$ cat src/rtl/conv_pkg.sv
`default_nettype none
// ============================================================================
// Module   : conv_pkg
// Purpose  : Shared widths, default frame geometry and pixel type for the
//            3x3 convolution window generator.
// Revision : 1.0 - initial release
// ============================================================================
package conv_pkg;

  localparam int DATA_W      = 8;
  localparam int KERNEL_TAPS = 9;
  localparam int DEF_IMG_W   = 8;
  localparam int DEF_IMG_H   = 8;

  typedef logic [DATA_W-1:0] pix_t;

  // Counter/address width for a range of n values; never returns zero.
  function automatic int cnt_w(input int n);
    return (n > 1) ? $clog2(n) : 1;
  endfunction

endpackage
`default_nettype wire

$ cat src/rtl/conv_line_buf.sv
`default_nettype none
// ============================================================================
// Module   : conv_line_buf
// Purpose  : DEPTH-entry single-clock delay line; the read port returns the
//            old entry at the write address (read-before-write).
// Revision : 1.0 - initial release
// ============================================================================
module conv_line_buf
  import conv_pkg::*;
#(
  parameter int DEPTH = DEF_IMG_W
) (
  input  logic                      clk,
  input  logic [cnt_w(DEPTH)-1:0]   addr_i,
  input  logic                      wr_en_i,
  input  pix_t                      wr_data_i,
  output pix_t                      rd_data_o
);

  pix_t mem_q [DEPTH];

  assign rd_data_o = mem_q[addr_i];

  always_ff @(posedge clk) begin
    if (wr_en_i) begin
      mem_q[addr_i] <= wr_data_i;
    end
  end

endmodule
`default_nettype wire

$ cat src/rtl/conv_window_gen.sv
`default_nettype none
// ============================================================================
// Module   : conv_window_gen
// Purpose  : Streaming 3x3 window generator with valid/ready on both sides.
//            Define CONV_WIN_KERNEL_LOAD_EN for a loadable 9-tap kernel;
//            otherwise the taps form a fixed identity kernel.
// Revision : 1.0 - initial release
// ============================================================================
module conv_window_gen #(
  parameter int IMG_W  = conv_pkg::DEF_IMG_W,
  parameter int IMG_H  = conv_pkg::DEF_IMG_H,
  parameter int DATA_W = conv_pkg::DATA_W
) (
  input  logic              clk,
  input  logic              reset,
  input  logic [DATA_W-1:0] pix_in,
  input  logic              pix_valid,
  output logic              pix_ready,
  output logic [DATA_W-1:0] x11,
  output logic [DATA_W-1:0] x12,
  output logic [DATA_W-1:0] x13,
  output logic [DATA_W-1:0] x21,
  output logic [DATA_W-1:0] x22,
  output logic [DATA_W-1:0] x23,
  output logic [DATA_W-1:0] x31,
  output logic [DATA_W-1:0] x32,
  output logic [DATA_W-1:0] x33,
  output logic [DATA_W-1:0] k11,
  output logic [DATA_W-1:0] k12,
  output logic [DATA_W-1:0] k13,
  output logic [DATA_W-1:0] k21,
  output logic [DATA_W-1:0] k22,
  output logic [DATA_W-1:0] k23,
  output logic [DATA_W-1:0] k31,
  output logic [DATA_W-1:0] k32,
  output logic [DATA_W-1:0] k33,
  input  logic [DATA_W-1:0] k_in,
  input  logic              k_load,
  output logic              win_valid,
  input  logic              win_ready,
  output logic              frame_end
);

  import conv_pkg::*;

  localparam int c_COL_W = cnt_w(IMG_W);
  localparam int c_ROW_W = cnt_w(IMG_H);
  localparam logic [c_COL_W-1:0] c_COL_LAST = c_COL_W'(IMG_W - 1);
  localparam logic [c_ROW_W-1:0] c_ROW_LAST = c_ROW_W'(IMG_H - 1);
  localparam logic [c_COL_W-1:0] c_COL_TWO  = c_COL_W'(2);
  localparam logic [c_ROW_W-1:0] c_ROW_TWO  = c_ROW_W'(2);

  logic [c_COL_W-1:0] col_q, col_d;
  logic [c_ROW_W-1:0] row_q, row_d;
  logic               win_valid_q, win_valid_d;
  logic               last_win_q, last_win_d;
  logic               frame_end_q, frame_end_d;
  pix_t               win_q [3][3];
  pix_t               win_d [3][3];

  logic w_accept;
  logic w_consume;
  logic w_col_last;
  logic w_row_last;
  logic w_completes;
  pix_t w_lb1_rd;
  pix_t w_lb2_rd;

  assign pix_ready   = !win_valid_q || win_ready;
  assign w_accept    = pix_valid && pix_ready;
  assign w_consume   = win_valid_q && win_ready;
  assign w_col_last  = (col_q == c_COL_LAST);
  assign w_row_last  = (row_q == c_ROW_LAST);
  assign w_completes = (row_q >= c_ROW_TWO) && (col_q >= c_COL_TWO);

  // Row r-1 buffer feeds the row r-2 buffer, so both advance on one address.
  conv_line_buf #(
    .DEPTH (IMG_W)
  ) u_lb_r1 (
    .clk       (clk),
    .addr_i    (col_q),
    .wr_en_i   (w_accept),
    .wr_data_i (pix_in),
    .rd_data_o (w_lb1_rd)
  );

  conv_line_buf #(
    .DEPTH (IMG_W)
  ) u_lb_r2 (
    .clk       (clk),
    .addr_i    (col_q),
    .wr_en_i   (w_accept),
    .wr_data_i (w_lb1_rd),
    .rd_data_o (w_lb2_rd)
  );

  always_comb begin
    col_d       = col_q;
    row_d       = row_q;
    win_d       = win_q;
    win_valid_d = win_valid_q;
    last_win_d  = last_win_q;
    frame_end_d = w_consume && last_win_q;

    if (w_consume) begin
      win_valid_d = 1'b0;
    end

    if (w_accept) begin
      col_d = w_col_last ? '0 : col_q + 1'b1;
      if (w_col_last) begin
        row_d = w_row_last ? '0 : row_q + 1'b1;
      end

      for (int i = 0; i < 3; i++) begin
        win_d[i][0] = win_q[i][1];
        win_d[i][1] = win_q[i][2];
      end
      win_d[0][2] = w_lb2_rd;
      win_d[1][2] = w_lb1_rd;
      win_d[2][2] = pix_in;

      if (w_completes) begin
        win_valid_d = 1'b1;
        last_win_d  = w_col_last && w_row_last;
      end
    end
  end

  always_ff @(posedge clk) begin
    if (reset) begin
      col_q       <= '0;
      row_q       <= '0;
      win_q       <= '{default: '0};
      win_valid_q <= 1'b0;
      last_win_q  <= 1'b0;
      frame_end_q <= 1'b0;
    end else begin
      col_q       <= col_d;
      row_q       <= row_d;
      win_q       <= win_d;
      win_valid_q <= win_valid_d;
      last_win_q  <= last_win_d;
      frame_end_q <= frame_end_d;
    end
  end

  assign win_valid = win_valid_q;
  assign frame_end = frame_end_q;

  assign x11 = win_q[0][0];
  assign x12 = win_q[0][1];
  assign x13 = win_q[0][2];
  assign x21 = win_q[1][0];
  assign x22 = win_q[1][1];
  assign x23 = win_q[1][2];
  assign x31 = win_q[2][0];
  assign x32 = win_q[2][1];
  assign x33 = win_q[2][2];

`ifdef CONV_WIN_KERNEL_LOAD_EN
  pix_t k_q [KERNEL_TAPS];
  pix_t k_d [KERNEL_TAPS];

  // Loads are frozen while a window is presented so taps match its pixels.
  always_comb begin
    k_d = k_q;
    if (k_load && !win_valid_q) begin
      for (int t = 0; t < KERNEL_TAPS - 1; t++) begin
        k_d[t] = k_q[t+1];
      end
      k_d[KERNEL_TAPS-1] = k_in;
    end
  end

  always_ff @(posedge clk) begin
    if (reset) begin
      k_q <= '{default: '0};
    end else begin
      k_q <= k_d;
    end
  end

  assign k11 = k_q[0];
  assign k12 = k_q[1];
  assign k13 = k_q[2];
  assign k21 = k_q[3];
  assign k22 = k_q[4];
  assign k23 = k_q[5];
  assign k31 = k_q[6];
  assign k32 = k_q[7];
  assign k33 = k_q[8];
`else
  logic w_unused_k;
  assign w_unused_k = ^{k_in, k_load};

  assign k11 = '0;
  assign k12 = '0;
  assign k13 = '0;
  assign k21 = '0;
  assign k22 = DATA_W'(1);
  assign k23 = '0;
  assign k31 = '0;
  assign k32 = '0;
  assign k33 = '0;
`endif

endmodule
`default_nettype wire

$ cat config.mk
export PLATFORM = sky130hd
export DESIGN_NAME = conv_window_gen
export DESIGN_NICKNAME = d
export VERILOG_FILES = /design/src/rtl/conv_pkg.sv /design/src/rtl/conv_line_buf.sv /design/src/rtl/conv_window_gen.sv
export SDC_FILE = /design/constraint.sdc
export NUM_CORES = 1
export LEC_CHECK = 0
export BUFFER_PORTS_ARGS = -buffer_cell sky130_fd_sc_hd__buf_4
export CAP_MARGIN = 20
export CORE_AREA = 4 4 175 134
export CTS_CLUSTER_DIAMETER = 100
export DETAILED_ROUTE_END_ITERATION = 12
export DIE_AREA = 0 0 179 138
export HOLD_SLACK_MARGIN = 0.08
export PLACE_DENSITY_LB_ADDON = 0.3
export SLEW_MARGIN = 10
export SYNTH_ARGS = -nofsm -noshare
export SYNTH_HDL_FRONTEND = slang
export SYNTH_SLANG_ARGS = --single-unit
$ cat constraint.sdc
create_clock -name clk -period 4.2 [get_ports clk]
set_clock_uncertainty 0.15 [all_clocks]
set_input_delay 0.63 -clock clk [delete_from_list [all_inputs] [get_ports clk]]
set_output_delay 0.63 -clock clk [all_outputs]
set_load 0.01 [all_outputs]
Word level (Yosys, flattened, before mapping)
Memory sizes are Yosys's and may differ from the RTL's. A register that Yosys moved wholly into a read port is not among the register bits. Cells that the tools add are included.

Register bits after elaboration: 73. Latch bits: 0. Memory bits (writable): 128. Bits in read-only memories: 0. Input port bits: 21. Output and inout port bits: 147. Logic and storage cells: 39. Memories kept: 2.

Add/subtract/negate cells: 2. Multipliers: 0. Div/mod/pow operators: 0. Order comparisons: 2. Equal/unequal tests: 2. Shift operators: 0. Multiplexer cells: 9. Bitwise operators: 0. Reductions and logical operators: 9.

Memory list: u_lb_r1.mem_q (words 8, bits a word 8, rd ports 1, clocked after memory_dff 1, write ports 1, RTL line conv_line_buf.sv:20) `pix_t mem_q [DEPTH];`; u_lb_r2.mem_q (words 8, bits a word 8, rd ports 1, clocked after memory_dff 1, write ports 1, RTL line conv_line_buf.sv:20).

Operators with widths (number): $mux W3 (4); $add A3 B1 Y3 const B (2); $eq A3 B3 Y1 const B (2); $ge A3 B2 Y1 const B (2); $logic_and A1 B1 Y1 (5); $mux W1 (5); $reduce_and A2 Y1 (2); $logic_not A1 Y1 (1); $logic_or A1 B1 Y1 (1).

Depth between registers and ports, before layout
Depth after elaboration: 5. Mapped depth: 7. Depth with buffers taken out: 6.

Cells and area by module
Synthesis repeated with hierarchy kept, for this count alone.

Cells, all modules: 675. Area total of the unflattened synthesis: 8613.3 µm².

By module, submodules not included: conv_line_buf (instances 2, cells an instance 121, area an instance 2555.0 µm², sequential area each 1921.8 µm²); conv_window_gen (instances 1, cells an instance 433, area an instance 3503.4 µm², sequential area each 1621.6 µm²).

Worst setup path before layout
Ideal clock, no wire load.

Path type: in2reg. From: in win_ready. To: mem u_lb_r1.mem_q[0][0] (netlist name), enable pin. Data arrival time: 2643 ps. Required time: 3620 ps. Slack: 977 ps. Stages on the path: 4. Buffers on the path: 1. Cell sequence: nand2b_4 > nand2_1 > clkbuf_1 > nor4_1.

Word-level cells in the longest chain between the ends: 4.

Ends and longest elaborated chain: from (decl) (RTL line conv_window_gen.sv:40) `input logic win_ready,`; $logic_or A1 B1 Y1 (RTL line conv_window_gen.sv:69) `assign pix_ready = !win_valid_q || win_ready;`; $logic_and A1 B1 Y1 (RTL line conv_window_gen.sv:70) `assign w_accept = pix_valid && pix_ready;`; $mux W1 (RTL line conv_line_buf.sv:25) `if (wr_en_i) begin`; $mux W1 (implied by the code) (RTL line conv_line_buf.sv:26) `mem_q[addr_i] <= wr_data_i;`; to (decl) (RTL line conv_line_buf.sv:20).

No other way between the ends.

==> out/results.ini <==
[outcome]
status=finished, final reports clean

[timing]
fmax_ghz=0.385
worst_pin_slew_ns=1.03
setup_viol=0
hold_violations=0
fin_ws_ns=1.61
maxSlewViolCount=0
rsz0062_at_grt=false
fin_setup_tns_ns=0
layout_min_cycle_time_ns=2.59
period_share_pct=61.8
slew_headroom_pct=31.4

[worst_setup_path]
path_class=reg2reg
startpoint_type=register
cp.required_ns=4.22
critical_path.top_delay_family=flip-flops
cp_slowest_cell=dfxtp_2
rrSetupSlack_ns=1.61
cp_max_fo=36
path_cells=mux2_4 > o22ai_1 > a211oi_2
critPathBufInv=0
endpoint_kind=register
critPathArrivalTime_ns=2.61
critPathMaxStageDelay_ns=0.99

[power_and_ir_drop]
power.total_w=0.00460
swShare_pct=22.5
power.clock.fraction_pct=41.2
irDropWorstVdd_mv=0.258
intPower_w=0.00357
switchingPower_w=0.00103
p_leak_nw=3.61
share_comb_of_total_power_pct=8.0
power_density_nw_per_um2=463
pwr-share-seq_pct=50.8

[logic_synthesis]
synth_area_leader_cell=edfxtp_1
synthDistinctLibCells=46
syn_area_um2=8600
ys_ff_latch=212
yosysMostFrequentCell=edfxtp_1
synthTopCellsByArea=edfxtp_1 (45%), dfxtp_1 (20%), buf_4 (6.7%)
postSynthAreaPerCell_um2=12.4
ys_seq_area_share_pct=64.3
synth_top_area_share_pct=44.7
synthArstFlopShare_pct=0
synth_ff_type=edfxtp_1
synth_cells=691
synthTopCellsByCount=edfxtp_1 (128), nand2_1 (127), dfxtp_1 (84)
synth-edff-count=128
ys_warn_count=0

[global_route]
grt.total_usage_pct=14.0
first_global_vias=4796
grt_max_degree=78
antenna_found_initial=0
gr-total-overflow=0
grt_first_pass_wirelength_um=27700

[die]
coreArea_um2=21800
ios=168
die_h_um=138
rows=47
die_x_um=179
initial_core_util_pct=39.4
die_area_um2=24700

[routing]
met3_length_um=1090
vias=5116
viasPerCell=4.74
finalWirelength_um=17900
drt_iter0_drc=291
wl_met1_um=8320
drtPass1Iterations=4
drc=0
wl_met2_um=8200
routed.top_layer=met4
drtAntennaViolNets=0
routed_wire_length_per_instance_um=16.5

[layout]
regArea_um2=5530
design_area_um2=9930
multiInputGateArea_um2=2590
drive_above_1_share_pct=21.9
layout.nets=799
finish.utilization_pct=45.5
nFillCells=2004
area_delta_synth_final_pct=15.5
diodes=0

[place]
gp_routability_congestion=0.736
placed_cell_area_um2=9240
pre_cts_ws_ns=1.58
place_hpwl_um=11200
io_buffers=86

[min_path]
min_path_type=in2reg

[clocking]
cts_made_buffers=21
cts_buffer_depth=3
cts.htree.levels=1
clk_latency_ns=0.49
cts_resized=0
cts.clk_slew.worst_paths_ns=0.06
root_buffer=clkbuf_16
cts_tree=done
cts_setup_buffers=0
clkSinkCount=212
ctsHoldBuffers=0

[job]
maxCapViolCount=0

[power groups by stage]
stage          clock network, W  registers (W)  logic, W
2_1_floorplan                 0        0.00238  0.000273
3_3_place_gp                  0        0.00238  0.000367
3_5_place_dp                  0        0.00238  0.000369
4_1_cts                 0.00193        0.00234  0.000370
5_1_grt                 0.00202        0.00235  0.000405
6_report                0.00189        0.00234  0.000367
[placed cells by master, fill, tap and decap left out, drive strengths merged]
cell        n
nor2b       5
a211oi     14
a31oi       2
o31ai       1
clkbuf     30
o22ai       8
and2        1
and4b       1
a32oi       3
ha          6
clkinv      2
nand2b      6
or3         2
nor3        9
nor2       17
nor4        1
a311oi      3
nand2     127
a22o        8
buf        99
clkinvlp    2
nand3b      3
mux2i      25
a21oi      68
a21o        3
dfxtp      84
mux2       27
edfxtp    128
bufinv      3
o21ai       5
inv         3
o221a       3
conb       72
nand4       1
a221oi     10
nand3       4
[sequential cells by signal (all words and copies together) (netlist names), named ones only]
name and count:
row_q 3, x13 8, last_win_q 1, frame_end 1, u_lb_r2.mem_q 64, x12 8
u_lb_r1.mem_q 64, x21 8, win_valid 1, x11 8, x32 8, x23 8
col_q 3, x31 8, x22 8, x33 8
[cell families after synthesis]
kind of cell    count (synthesis)  synth area share (%)
buf+inv                       114                  9.02
flops                         212                  64.3
compound gates                128                  9.99
mux                            52                  6.80
other cells                     2                0.0874
fa+ha+maj                       6                 0.873
simple gates                  177                  8.95
[per-stage QoR]
step | instances | hold slack, ns
after floorplan | 761 | 0.290
after global placement | 1043 | 0.295
after CTS | 1080 | 0.228
final | 1080 | 0.246
after detailed placement | 1043 | 0.298
after global routing | 1080 | 0.236
[worst paths after layout]
kind / startpoint / endpoint / cells after the start
worst min-delay path: pix_in[5] / u_lb_r1.mem_q[7][5]$_DFFE_PP_ / 1
worst min register to register: x11[3]$_SDFFE_PP0P_ / x11[3]$_SDFFE_PP0P_ / 2
worst max register to register: register / u_lb_r2.mem_q[4][4]$_DFFE_PP_ / 3
worst max-delay path: register / u_lb_r2.mem_q[4][4]$_DFFE_PP_ / 3
[routing by layer]
layer  vias up  GRT usage (%)
met5         -              0
met4         0           2.42
met3        24           3.11
met2       129           21.5
met1      2466           20.7
li1       2497              -
[final cells by class]
cell class                      count  share of cell area, %
Sequential cell                   212                   55.7
Multi-Input combinational cell    435                   26.1
Timing Repair Buffer               99                   7.49
Clock buffer                       30                   5.86
Tap cell                          294                   3.71
Clock inverter                      7                   1.08
Inverter                            3                  0.113
(Power assumes the default switching activity.)
